==> config.mk <==
export PLATFORM = sky130hd
export DESIGN_NAME = result_packer_flat
export DESIGN_NICKNAME = d
export VERILOG_FILES = /design/src/rtl/result_packer_if.sv /design/src/rtl/result_packer.sv /design/src/flat_wrapper.sv
export SDC_FILE = /design/constraint.sdc
export NUM_CORES = 1
export LEC_CHECK = 0
export CAP_MARGIN = 25
export CORE_ASPECT_RATIO = 1.1
export CORE_UTILIZATION = 30
export CTS_BUF_LIST = sky130_fd_sc_hd__clkbuf_16
export CTS_CLUSTER_DIAMETER = 80
export DETAILED_ROUTE_END_ITERATION = 7
export SLEW_MARGIN = 10
export SYNTH_ARGS = -nofsm -noshare
export SYNTH_HDL_FRONTEND = slang
export SYNTH_SLANG_ARGS = --single-unit
==> constraint.sdc <==
create_clock -name clk -period 2.6 [get_ports clk]
set_input_delay 0.52 -clock clk [delete_from_list [all_inputs] [get_ports clk]]
set_output_delay 0.52 -clock clk [all_outputs]
set_load 0.01 [all_outputs]
==> src/rtl/result_packer_if.sv <==
// Result packer bus bundle.
// Groups the packer-side signals so the engine/FIFO side and the packer share
// one connection point.
//   clear      : synchronous restart for a new layer (master -> slave)
//   in_valid   : engine halfword present               (master -> slave)
//   in_data    : engine halfword, HALF_W bits          (master -> slave)
//   in_last    : final halfword of the layer           (master -> slave)
//   in_ready   : packer accepts a halfword this cycle  (slave -> master)
//   fifo_full  : result FIFO full flag                 (master -> slave)
//   wr_en      : result FIFO write strobe              (slave -> master)
//   wr_data    : packed FIFO word, 2*HALF_W bits       (slave -> master)
//   word_count : words written since clear/reset       (slave -> master)
//   done       : sticky, last word of layer written    (slave -> master)
//   drop_err   : sticky, halfword offered while done   (slave -> master)
interface result_packer_if #(
  parameter int HALF_W = 16,
  parameter int CNT_W  = 16
);
  logic                  clear;
  logic                  in_valid;
  logic [HALF_W-1:0]     in_data;
  logic                  in_last;
  logic                  in_ready;
  logic                  fifo_full;
  logic                  wr_en;
  logic [2*HALF_W-1:0]   wr_data;
  logic [CNT_W-1:0]      word_count;
  logic                  done;
  logic                  drop_err;

  modport master (
    output clear, in_valid, in_data, in_last, fifo_full,
    input  in_ready, wr_en, wr_data, word_count, done, drop_err
  );

  modport slave (
    input  clear, in_valid, in_data, in_last, fifo_full,
    output in_ready, wr_en, wr_data, word_count, done, drop_err
  );
endinterface

==> src/rtl/result_packer.sv <==
// Result packer.
// Pairs engine result halfwords into full FIFO words (first halfword in the
// low half), pads a trailing odd halfword with PAD_VALUE, writes one word per
// wr_en pulse, counts written words (saturating) and flags end of layer.
// Ports:
//   clk : engine clock
//   rst : asynchronous, active-low reset
//   bus : result_packer_if.slave (stream input, FIFO write side, status)
module result_packer #(
  parameter int                HALF_W    = 16,
  parameter int                CNT_W     = 16,
  parameter logic [HALF_W-1:0] PAD_VALUE = {HALF_W{1'b0}}
) (
  input logic            clk,
  input logic            rst,
  result_packer_if.slave bus
);
  localparam int WORD_W = 2 * HALF_W;

  logic [HALF_W-1:0] low_q, low_d;
  logic              have_low_q, have_low_d;
  logic              low_last_q, low_last_d;
  logic [WORD_W-1:0] pend_q, pend_d;
  logic              pend_valid_q, pend_valid_d;
  logic              pend_last_q, pend_last_d;
  logic              wr_en_q, wr_en_d;
  logic [WORD_W-1:0] wr_data_q, wr_data_d;
  logic [CNT_W-1:0]  count_q, count_d;
  logic              done_q, done_d;
  logic              drop_err_q, drop_err_d;

  logic in_ready;
  logic accept;
  logic drain;
  logic slot_free;

  // Stall only when both the low-half holder and the pending word are busy,
  // so a full FIFO still lets one more low half in.
  assign in_ready  = !done_q && !(have_low_q && pend_valid_q);
  assign accept    = bus.in_valid && in_ready;
  assign drain     = pend_valid_q && !bus.fifo_full;
  // The pending slot can take a new word if empty or emptying on this edge.
  assign slot_free = !pend_valid_q || drain;

  // Next-state logic: drain the pending word, absorb the incoming halfword,
  // update sticky flags, and let clear override everything.
  always_comb begin
    low_d        = low_q;
    have_low_d   = have_low_q;
    low_last_d   = low_last_q;
    pend_d       = pend_q;
    pend_valid_d = pend_valid_q;
    pend_last_d  = pend_last_q;
    wr_en_d      = 1'b0;
    wr_data_d    = wr_data_q;
    count_d      = count_q;
    done_d       = done_q;
    drop_err_d   = drop_err_q;

    if (drain) begin
      wr_en_d      = 1'b1;
      wr_data_d    = pend_q;
      pend_valid_d = 1'b0;
      if (count_q != {CNT_W{1'b1}}) begin
        count_d = count_q + CNT_W'(1);
      end
      if (pend_last_q) begin
        done_d = 1'b1;
      end
    end

    // A final odd halfword arriving while the pending word is stuck behind a
    // full FIFO is parked in the low holder and padded once the slot frees.
    if (accept) begin
      if (have_low_q) begin
        pend_d       = {bus.in_data, low_q};
        pend_valid_d = 1'b1;
        pend_last_d  = bus.in_last;
        have_low_d   = 1'b0;
        low_last_d   = 1'b0;
      end else if (bus.in_last && slot_free) begin
        pend_d       = {PAD_VALUE, bus.in_data};
        pend_valid_d = 1'b1;
        pend_last_d  = 1'b1;
      end else begin
        low_d      = bus.in_data;
        have_low_d = 1'b1;
        low_last_d = bus.in_last;
      end
    end else if (have_low_q && low_last_q && slot_free) begin
      pend_d       = {PAD_VALUE, low_q};
      pend_valid_d = 1'b1;
      pend_last_d  = 1'b1;
      have_low_d   = 1'b0;
      low_last_d   = 1'b0;
    end

    if (bus.in_valid && done_q) begin
      drop_err_d = 1'b1;
    end

    if (bus.clear) begin
      low_d        = '0;
      have_low_d   = 1'b0;
      low_last_d   = 1'b0;
      pend_d       = '0;
      pend_valid_d = 1'b0;
      pend_last_d  = 1'b0;
      wr_en_d      = 1'b0;
      wr_data_d    = wr_data_q;
      count_d      = '0;
      done_d       = 1'b0;
      drop_err_d   = 1'b0;
    end
  end

  // State registers; reset drops any held half or pending word.
  always_ff @(posedge clk or negedge rst) begin
    if (!rst) begin
      low_q        <= '0;
      have_low_q   <= 1'b0;
      low_last_q   <= 1'b0;
      pend_q       <= '0;
      pend_valid_q <= 1'b0;
      pend_last_q  <= 1'b0;
      wr_en_q      <= 1'b0;
      wr_data_q    <= '0;
      count_q      <= '0;
      done_q       <= 1'b0;
      drop_err_q   <= 1'b0;
    end else begin
      low_q        <= low_d;
      have_low_q   <= have_low_d;
      low_last_q   <= low_last_d;
      pend_q       <= pend_d;
      pend_valid_q <= pend_valid_d;
      pend_last_q  <= pend_last_d;
      wr_en_q      <= wr_en_d;
      wr_data_q    <= wr_data_d;
      count_q      <= count_d;
      done_q       <= done_d;
      drop_err_q   <= drop_err_d;
    end
  end

  assign bus.in_ready   = in_ready;
  assign bus.wr_en      = wr_en_q;
  assign bus.wr_data    = wr_data_q;
  assign bus.word_count = count_q;
  assign bus.done       = done_q;
  assign bus.drop_err   = drop_err_q;
endmodule

==> src/flat_wrapper.sv <==
// flat-port wrapper written by rule: the top's interface ports become plain ports
module result_packer_flat 
#(
  parameter int                HALF_W    = 16,
  parameter int                CNT_W     = 16,
  parameter logic [HALF_W-1:0] PAD_VALUE = {HALF_W{1'b0}}
)
  (clk, rst, bus_clear, bus_in_valid, bus_in_data, bus_in_last, bus_fifo_full, bus_in_ready, bus_wr_en, bus_wr_data, bus_word_count, bus_done, bus_drop_err);
  result_packer_if #(.HALF_W(HALF_W), .CNT_W(CNT_W)) bus_i ();
  input logic clk;
  input logic rst;
  input wire logic [$bits(bus_i.clear)-1:0] bus_clear;
  input wire logic [$bits(bus_i.in_valid)-1:0] bus_in_valid;
  input wire logic [$bits(bus_i.in_data)-1:0] bus_in_data;
  input wire logic [$bits(bus_i.in_last)-1:0] bus_in_last;
  input wire logic [$bits(bus_i.fifo_full)-1:0] bus_fifo_full;
  output wire logic [$bits(bus_i.in_ready)-1:0] bus_in_ready;
  output wire logic [$bits(bus_i.wr_en)-1:0] bus_wr_en;
  output wire logic [$bits(bus_i.wr_data)-1:0] bus_wr_data;
  output wire logic [$bits(bus_i.word_count)-1:0] bus_word_count;
  output wire logic [$bits(bus_i.done)-1:0] bus_done;
  output wire logic [$bits(bus_i.drop_err)-1:0] bus_drop_err;
  assign bus_i.clear = bus_clear;
  assign bus_i.in_valid = bus_in_valid;
  assign bus_i.in_data = bus_in_data;
  assign bus_i.in_last = bus_in_last;
  assign bus_i.fifo_full = bus_fifo_full;
  assign bus_in_ready = bus_i.in_ready;
  assign bus_wr_en = bus_i.wr_en;
  assign bus_wr_data = bus_i.wr_data;
  assign bus_word_count = bus_i.word_count;
  assign bus_done = bus_i.done;
  assign bus_drop_err = bus_i.drop_err;
  result_packer #(.HALF_W(HALF_W), .CNT_W(CNT_W), .PAD_VALUE(PAD_VALUE)) u_core (.clk(clk), .rst(rst), .bus(bus_i));
endmodule
; Word-level counts from Yosys, hierarchy flattened
; Index checks and enable logic that the tools add are counted.
[classes]
n_addsub = 1
n_mul = 0
n_div = 0
n_lt_le_gt_ge = 0
eq_ne = 5
shift = 0
muxes = 39
bitwise_logic = 1
reduce_logical = 25
[op_table]
columns = cell, count
row1 = 32-bit 2-to-1 mux, 5
row2 = 16-bit 2-to-1 mux, 7
row3 = 1-bit 2-to-1 mux, 27
row4 = "16-bit by 1-bit adder with 16-bit output, second input constant", 1
row5 = "16-bit inequality test, second input constant", 1
row6 = 2-bit AND reduction, 5
row7 = 2-bit nonzero test, 5
row8 = 1-bit logical AND, 8
row9 = "4-bit by 3-bit inequality test with 1-bit output, second input constant", 2
row10 = 1-bit zero test, 4
row11 = "2-bit inequality test, second input constant", 2
row12 = 3-bit AND reduction, 1
row13 = 3-bit nonzero test, 1
row14 = 1-bit logical OR, 1
row15 = 1-bit NOT, 1
[totals]
register_bits = 103
latch_bits = 0
mem_bits_rw = 0
romBits = 0
in_bits = 22
elab_cells = 82
n_memories = 0

; Logic depth before layout (Yosys ltp)
[depth]
word_depth = 8
mapped_depth = 8
depth_no_buf = 5

; Worst setup path after synthesis
; No wires, ideal clock.
[synth_path]
path_type = register -> register
startpoint = register u_core.done_q, in the netlist u_core.bus.done
endpoint = register u_core.pend_q[10]
setup_ps = 127
t_arrival_ps = 2024
required_ps = 2473
setup_slack_ps = 449
path_stages_with_launch = 9
n_path_buf = 4
cell_sequence = dfrtp_1 buf_2 or3b_1 buf_2 a21o_1 buf_6 a21oi_4 buf_6 mux2_1
[synth_via]
elab_chain_len = 5
word_cells_on_any_way = 8
classes_between = eq/ne (1) / mux (2) / reduce/logical (5)
[synth_rtl]
columns = item, line_no
row1 = start: declaration, result_packer.sv:29  ; logic done_q, done_d;
row2 = start signal: assignment, result_packer.sv:141  ; done_q <= done_d;
row3 = 1-bit zero test *, result_packer.sv:39  ; assign in_ready = !done_q && !(have_low_q && pend_valid_q);
row4 = 1-bit logical AND *, result_packer.sv:39
row5 = 1-bit logical AND *, result_packer.sv:40  ; assign accept = bus.in_valid && in_ready;
row6 = 4-bit by 3-bit inequality test with 1-bit output (no line) (tied with other cells), --
row7 = 2-bit AND reduction (no line) / 32-bit 2-to-1 mux (equally long branches), --
row8 = end signal: assignment, result_packer.sv:135  ; pend_q <= pend_d;
row9 = end: declaration, result_packer.sv:23  ; logic [WORD_W-1:0] pend_q, pend_d;
; Every way passes the cells marked *; elsewhere a longest branch is shown, timed or not.
; A chain may end at the register's enable or synchronous reset.

; Final worst setup path
[layout_path]
startpoint = input port bus_fifo_full
endpoint = register u_core.count_q[15], in the netlist u_core.bus.word_count[15]
[layout_via]
elab_chain_len = 4
[layout_rtl]
columns = item, line_no
row1 = start: declaration, flat_wrapper.sv:16  ; input wire logic [$bits(bus_i.fifo_full)-1:0] bus_fifo_full;
row2 = 1-bit zero test, result_packer.sv:41  ; assign drain = pend_valid_q && !bus.fifo_full;
row3 = 1-bit logical AND, result_packer.sv:41
row4 = 2-bit nonzero test (no line), --
row5 = 2-bit AND reduction (no line), --
row6 = end signal: assignment, result_packer.sv:140  ; count_q <= count_d;
row7 = end: declaration, result_packer.sv:28  ; logic [CNT_W-1:0] count_q, count_d;
; Every way passes these cells.

==> impl_metrics.json <==
{
  "wire_length_of_the_first_global_routing_pass_um": 15900,
  "critical_path_maximum_fanout": 5,
  "critPathLaunchType": "input pin",
  "setup_violations": 0,
  "crit_top_cell": "sky130_fd_sc_hd__or4_1",
  "synth.distinct_cells": 41,
  "worst_ep_arrival_time_ns": 2.41,
  "floorplan.die_area_um2": 15200,
  "initial_utilization": 0.308,
  "synthesis.instances": 372,
  "final-hold-violation-count": 0,
  "yosysSeqAreaShare": 0.582,
  "netSwitchingFraction": 0.243,
  "row_count": 46,
  "cp_slowest_cell": "sky130_fd_sc_hd__or4_1",
  "antenna_cells": 0,
  "cpPeakStageDelay_ns": 0.60,
  "synth_enable_flop_cells": 0,
  "mappedNetlistArea_um2": 4430,
  "maxcap_viol_count": 0,
  "r2r_setup_slack_ns": 0.55,
  "required_ns": 2.87,
  "status": "finished clean",
  "worst_skew_pair_latency_ns": 0.35,
  "register_area_um2": 2580,
  "layout-drive-gt1-share": 0.163,
  "final_antenna_net_count": 0,
  "worst_max_slew_pin_slew_ns": 0.713,
  "die_height_um": 129,
  "cts.hold.buffers_added": 0,
  "ctsRootBufferMaster": "sky130_fd_sc_hd__clkbuf_16",
  "p_seq_frac": 0.495,
  "postSynth.topFlopCell": "sky130_fd_sc_hd__dfrtp_1",
  "floorplan.io_pins": 74,
  "cts_made_buffers": 9,
  "synth_fp_nets": 395,
  "place_congestion": 0.794,
  "timing_worst_setup_path_type": "input pin to flop",
  "setup_repair_after_global_routing_missed_its_margin": "no",
  "finalSetupTns_ns": 0,
  "fillCellCount": 1404,
  "clock_path_buffers": 2,
  "postRouteWirelength_um": 9770,
  "grt_start_max_net_pins": 56,
  "finish.net_count": 473,
  "dp_worst_setup_slack_ns": 0.121,
  "finalCriticalPeriod_ns": 2.14,
  "timing.critical_path.cells": "clkdlybuf4s50_1, nand2b_2, or4_1, or4_1, a21oi_1",
  "htree_num_levels": 3,
  "place.port_buffers": 73,
  "wire_per_inst_um": 15.1,
  "comb_power_share": 0.135,
  "layout_worst_path_cycle_share": 0.824,
  "final_max_slew_viol_count": 0,
  "drc": 0,
  "multi_input_comb_area_um2": 1720,
  "via_count_of_the_first_global_routing_pass": 3140,
  "via_count_of_the_routed_design": 3117,
  "netlist_top_cells_area": "sky130_fd_sc_hd__dfrtp_1 (58%), sky130_fd_sc_hd__mux2_2 (9.2%), sky130_fd_sc_hd__mux2i_1 (4.1%), sky130_fd_sc_hd__a21oi_1 (3.5%), sky130_fd_sc_hd__a22o_1 (3.2%)",
  "post_cts_resize_count": 0,
  "finClkSkew_ns": 0.0108,
  "worstHoldPathType": "input pin to asynchronous set/reset pin",
  "first_iter_violations": 235,
  "irDropWorstVdd_v": 0.000324,
  "timing_limited_maximum_frequency_ghz": 0.467,
  "net-switching-power_mw": 0.870,
  "cellInternalPower_mw": 2.71,
  "synth_top_cell_by_area": "sky130_fd_sc_hd__dfrtp_1",
  "power_density_nw_per_um2": 623,
  "grt_antenna_before_repair": 0,
  "synthDominantCellAreaShare": 0.582,
  "hpwl_um": 6740,
  "power_leakage_nw": 2.58,
  "timing.max_slew.rel_slack": 0.524,
  "areaGrowthSynthToFinish_pct": 29.7,
  "synthesis.area_per_instance_um2": 11.9,
  "clockPowerShare": 0.370,
  "cts.reportedPaths.clkPinSlew_ns": 0.07,
  "chipWidth_um": 118,
  "cts_tree": "done",
  "postCtsSetupBuffers": 0,
  "finalWorstSetupSlack_ns": 0.457,
  "synth_async_sr_flop_share": 1.00,
  "core_region_area_um2": 14400,
  "crit_path_end_kind": "flop",
  "route.detailed.vias_per_inst": 4.83,
  "total_routing_usage_gr": 0.132,
  "drt-pass1-iter-count": 6,
  "yosysWarningCount": 0,
  "ys_ff_latch": 103,
  "cts.sink_count": 103,
  "globalRouteOverflowTotal": 0
}
[layout by cell type, fill, tap and decap left out, types with 2 or more instances in the layout]
cell type                         netlist  layout
sky130_fd_sc_hd__dfrtp_1              103     103
sky130_fd_sc_hd__mux2_2                36      36
sky130_fd_sc_hd__a21o_1                 2       2
sky130_fd_sc_hd__mux2i_1               18      18
sky130_fd_sc_hd__a21oi_1               31      31
sky130_fd_sc_hd__a211oi_1               2       2
sky130_fd_sc_hd__mux2_1                12      12
sky130_fd_sc_hd__nand2_1               37      37
sky130_fd_sc_hd__nand4_1                4       4
sky130_fd_sc_hd__a22o_1                16      16
sky130_fd_sc_hd__nor2_1                25      24
sky130_fd_sc_hd__o31ai_1                7       7
sky130_fd_sc_hd__buf_4                  0      15
sky130_fd_sc_hd__o21ai_0                7       7
sky130_fd_sc_hd__or3_1                  7       7
sky130_fd_sc_hd__clkbuf_16              0       9
sky130_fd_sc_hd__a31oi_1                2       2
sky130_fd_sc_hd__clkdlybuf4s50_1        0      71
sky130_fd_sc_hd__nand3_1                5       5
sky130_fd_sc_hd__nor2b_1                2       2
sky130_fd_sc_hd__nor4_1                 3       3
sky130_fd_sc_hd__buf_12                 0       3
sky130_fd_sc_hd__or4_1                  6       6
sky130_fd_sc_hd__inv_1                  6       7
[worst paths after layout]
check	from	endpoint	cells past startpoint
hold / removal	rst	u_core.bus.word_count[4]$_DFFE_PN0P_	1
setup / recovery	bus_fifo_full	u_core.bus.word_count[15]$_DFFE_PN0P_	5
setup reg to reg	u_core.bus.word_count[4]$_DFFE_PN0P_	u_core.bus.word_count[15]$_DFFE_PN0P_	4
min in group clk	u_core.pend_q[4]$_DFFE_PN0P_	u_core.pend_q[4]$_DFFE_PN0P_	1
hold reg to reg	u_core.pend_q[4]$_DFFE_PN0P_	u_core.pend_q[4]$_DFFE_PN0P_	1
max in group asynchronous	rst	u_core.have_low_q$_DFFE_PN0P_	2
[flip-flops by register name (all words and copies together) (netlist names)]
name	cells
u_core.have_low_q	1
u_core.pend_last_q	1
u_core.pend_valid_q	1
u_core.bus.done	1
u_core.bus.word_count	16
u_core.bus.wr_data	32
u_core.pend_q	32
u_core.bus.drop_err	1
u_core.low_last_q	1
u_core.bus.wr_en	1
u_core.low_q	16
[critical path: cells and delay by family]
kind | cells | cell delay, ns
and+or+nand+nor | 3 | 1.30
buffers and inverters | 1 | 0.42
AOI/OAI and AO/OA | 1 | 0.16
[cells in the mapped netlist, types with 2 or more instances]
library cell               number
sky130_fd_sc_hd__nor2_1        25
sky130_fd_sc_hd__buf_1          2
sky130_fd_sc_hd__a21o_1         2
sky130_fd_sc_hd__or4_1          6
sky130_fd_sc_hd__mux2_1        12
sky130_fd_sc_hd__buf_2          5
sky130_fd_sc_hd__mux2i_1       18
sky130_fd_sc_hd__a31oi_1        2
sky130_fd_sc_hd__a22o_1        16
sky130_fd_sc_hd__nand3_1        5
sky130_fd_sc_hd__buf_6          3
sky130_fd_sc_hd__nor2b_1        2
sky130_fd_sc_hd__or3_1          7
sky130_fd_sc_hd__dfrtp_1      103
sky130_fd_sc_hd__nor3b_1        2
sky130_fd_sc_hd__nand2_1       37
sky130_fd_sc_hd__clkbuf_1      13
sky130_fd_sc_hd__nand4_1        4
sky130_fd_sc_hd__mux2_2        36
sky130_fd_sc_hd__a211oi_1       2
sky130_fd_sc_hd__o21ai_0        7
sky130_fd_sc_hd__o31ai_1        7
sky130_fd_sc_hd__inv_1          6
sky130_fd_sc_hd__nor4_1         3
sky130_fd_sc_hd__a21oi_1       31
[power groups by stage]
stage / Sequential, mW / Combinational, mW / Clock (mW)
3_5_place_dp: 1.80 / 0.491 / 0
2_1_floorplan: 1.81 / 0.206 / 0
5_1_grt: 1.78 / 0.527 / 1.44
6_report: 1.77 / 0.484 / 1.32
4_1_cts: 1.77 / 0.494 / 1.36
3_3_place_gp: 1.80 / 0.487 / 0
[metal layers]
metal | track usage | vias to the layer above | part of all wire
met5 | 0 | - | 0
met4 | 0.0543 | 0 | 0.012
met2 | 0.205 | 72 | 0.46
li1 | - | 1490 | -
met3 | 0.0449 | 8 | 0.056
met1 | 0.170 | 1547 | 0.47
[area by class of cell]
| class | instances | share of cell area |
|---|---|---|
| Clock buffer | 9 | 0.0392 |
| Clock inverter | 6 | 0.0109 |
| Multi-Input combinational cell | 240 | 0.300 |
| Sequential cell | 103 | 0.449 |
| Tap cell | 192 | 0.0419 |
| Inverter | 6 | 0.00392 |
| Timing Repair Buffer | 90 | 0.155 |
[stage by stage]
| stage | utilization | std cells | cell area (um2) | total power, mW | hold slack (ns) |
|---|---|---|---|---|---|
| 2_1_floorplan | - | 372 | 4430 | 2.02 | 0.224 |
| 3_3_place_gp | 0.379 | 631 | 5450 | 2.28 | 0.478 |
| 3_5_place_dp | 0.379 | 631 | 5450 | 2.29 | 0.481 |
| 4_1_cts | 0.399 | 646 | 5740 | 3.63 | 0.255 |
| 5_1_grt | 0.399 | 646 | 5740 | 3.75 | 0.274 |
| 6_report | 0.399 | 646 | 5740 | 3.58 | 0.232 |
[logic make-up (layout without fill, tap and decap cells)]
| group | count (synthesis) | count (layout) | share of synthesized area |
|---|---|---|---|
| flops | 103 | 103 | 0.582 |
| compound gates | 73 | 73 | 0.110 |
| mux | 66 | 66 | 0.163 |
| simple gates | 99 | 99 | 0.109 |
| xor+xnor | 1 | 1 | 0.00198 |
| buf+inv | 29 | 111 | 0.0311 |
| fa+ha+maj | 1 | 1 | 0.00283 |
No activity file was read; power rests on OpenSTA's default activity.
==> RTL change, RTL diff (same flow settings) <==
`HALF_W` is set to 16 in 3 places; all go to 32.
--- a/src/rtl/result_packer_if.sv
+++ b/src/rtl/result_packer_if.sv
@@ -15,3 +15,3 @@
 interface result_packer_if #(
-  parameter int HALF_W = 16,
+  parameter int HALF_W = 32,
   parameter int CNT_W  = 16
--- a/src/rtl/result_packer.sv
+++ b/src/rtl/result_packer.sv
@@ -9,3 +9,3 @@
 module result_packer #(
-  parameter int                HALF_W    = 16,
+  parameter int                HALF_W    = 32,
   parameter int                CNT_W     = 16,
--- a/src/flat_wrapper.sv
+++ b/src/flat_wrapper.sv
@@ -3,3 +3,3 @@
 #(
-  parameter int                HALF_W    = 16,
+  parameter int                HALF_W    = 32,
   parameter int                CNT_W     = 16,
Ports: changed (resized bus_in_data and bus_wr_data); port bits go from 74 to 122. No check against the original RTL was run, so the function may have changed too.
==> RTL change against the unedited design <==
  * Worst setup slack worse by 0.12 ns
  * Combinational power up 90%
  * First-iteration DRC count up 6.0%
  * Design area up 71%
  * Clock skew down 0.0011 ns
  * Sequential cell count up 80
  * Register-to-register slack worse by 0.19 ns
  * Final cell count up 60%
  * Routed wire length up 85%
  * Power up 86%
  * Synthesized area up 70%
  * Critical path type is now flop to output port
  * Largest cell class unchanged
==> RTL change: results <==
group,metric,value,unit
run_status,status,"finished, final reports clean",
clock_network,htree_levels,4,
place,port_buffers,121,
global_route,grt_pass1_vias,5119,
place,placed_area,0.00926,sq mm
detailed_routing,wirelength,18100,um
yosys,synth_commonest_cells,"dfrtp_1, mux2_2, nand2_1",
power,p_leak,4.42,nW
yosys,ys_types,46,
clock_network,cts_setup_buffers,0,
global_route,grt_use_total,0.147,
place,place_ws,0.134,ns
worst_setup_path,crit_family,"buffers and inverters",
detailed_routing,firstDrtPassIters,4,
yosys,yosys-top-cells-area,"dfrtp_1, mux2_2, a22o_1",
place,gp_congestion,0.748,
worst_setup_path,arrival,1.74,ns
worst_setup_path,cp_slowest_cell,"clkdlybuf4s50_1",
global_route,grt_max_degree,72,
final_layout,areaGrowthSynthToFinish,30.5,%
final_layout,final_nets,751,
yosys,syn_nets,624,
timing,fin_skew,0.00970,ns
detailed_routing,drtIter0Drc,249,
place,dp_hpwl,11500,um
worst_setup_path,r2r_cells,5,
yosys,synth-seq-area-share,0.607,
final_layout,n_fill_cell,2294,
power,irDropWorstVdd,0.000399,V
yosys,syn_area_per_cell,12.9,sq um
clock_network,numCtsBuffers,17,
detailed_routing,wl_per_cell,17.5,um
detailed_routing,viasPerCell,4.92,
place,place_inst,1003,
final_layout,drive_above_1_share,0.229,
worst_setup_path,cp_max_fo,14,
-- RTL change: changes by cell type after synthesis, sizes merged, moves of 11 or more --
cell	delta
nor2	-11
a21oi	+14
buf	+14
mux2i	-17
dfrtp	+80
mux2	+52
nand2	+36
a22o	+48
-- RTL change: final timing paths --
path / slack, ns / end / start
worst min-delay path: 0.11 / u_core.bus.wr_data[40] / rst
worst min register to register: 0.50 / u_core.pend_q[33] / u_core.pend_q[33]
worst max register to register: 0.36 / u_core.bus.word_count[9] / u_core.bus.word_count[0]
max in group asynchronous: 1.81 / u_core.bus.wr_data[49] / rst
worst max-delay path: 0.34 / bus_in_ready / u_core.have_low_q
min in group clk: 0.43 / u_core.pend_valid_q / bus_clear
-- RTL change: per-layer routing --
metal	GRT usage	up-vias	part of all wire
li1	-	2382	-
met5	0	-	0.00072
met3	0.0409	13	0.049
met1	0.199	2604	0.47
met2	0.228	94	0.47
met4	0.0422	2	0.0095
-- RTL change: layout make-up --
class,instances,share of cell area
well taps,310,0.0394
clock inverters,15,0.0155
repair buffers,147,0.150
flip-flops and latches,183,0.465
multi-input cells,361,0.285
inverters,2,0.000763
clock buffers,17,0.0432
-- RTL change: cells by family (layout without fill, tap and decap cells) --
family,Yosys count,in the layout,share of synthesized area
buffers and inverters,41,181,0.0259
multiplexers,101,101,0.151
adder cells (fa/ha/maj),1,1,0.00166
flip-flops,183,183,0.607
AND/OR/NAND/NOR,129,129,0.0871
XOR/XNOR,2,2,0.00232
AO/OA/AOI/OAI,128,128,0.125
-- RTL change: report_power, final --
group	total [mW]	internal [mW]	leakage, nW	switching (mW)
Combinational	0.921	0.498	1.63	0.422
Sequential	3.17	3.05	2.51	0.119
Clock	2.57	1.42	0.283	1.15
Total	6.67	4.98	4.42	1.69
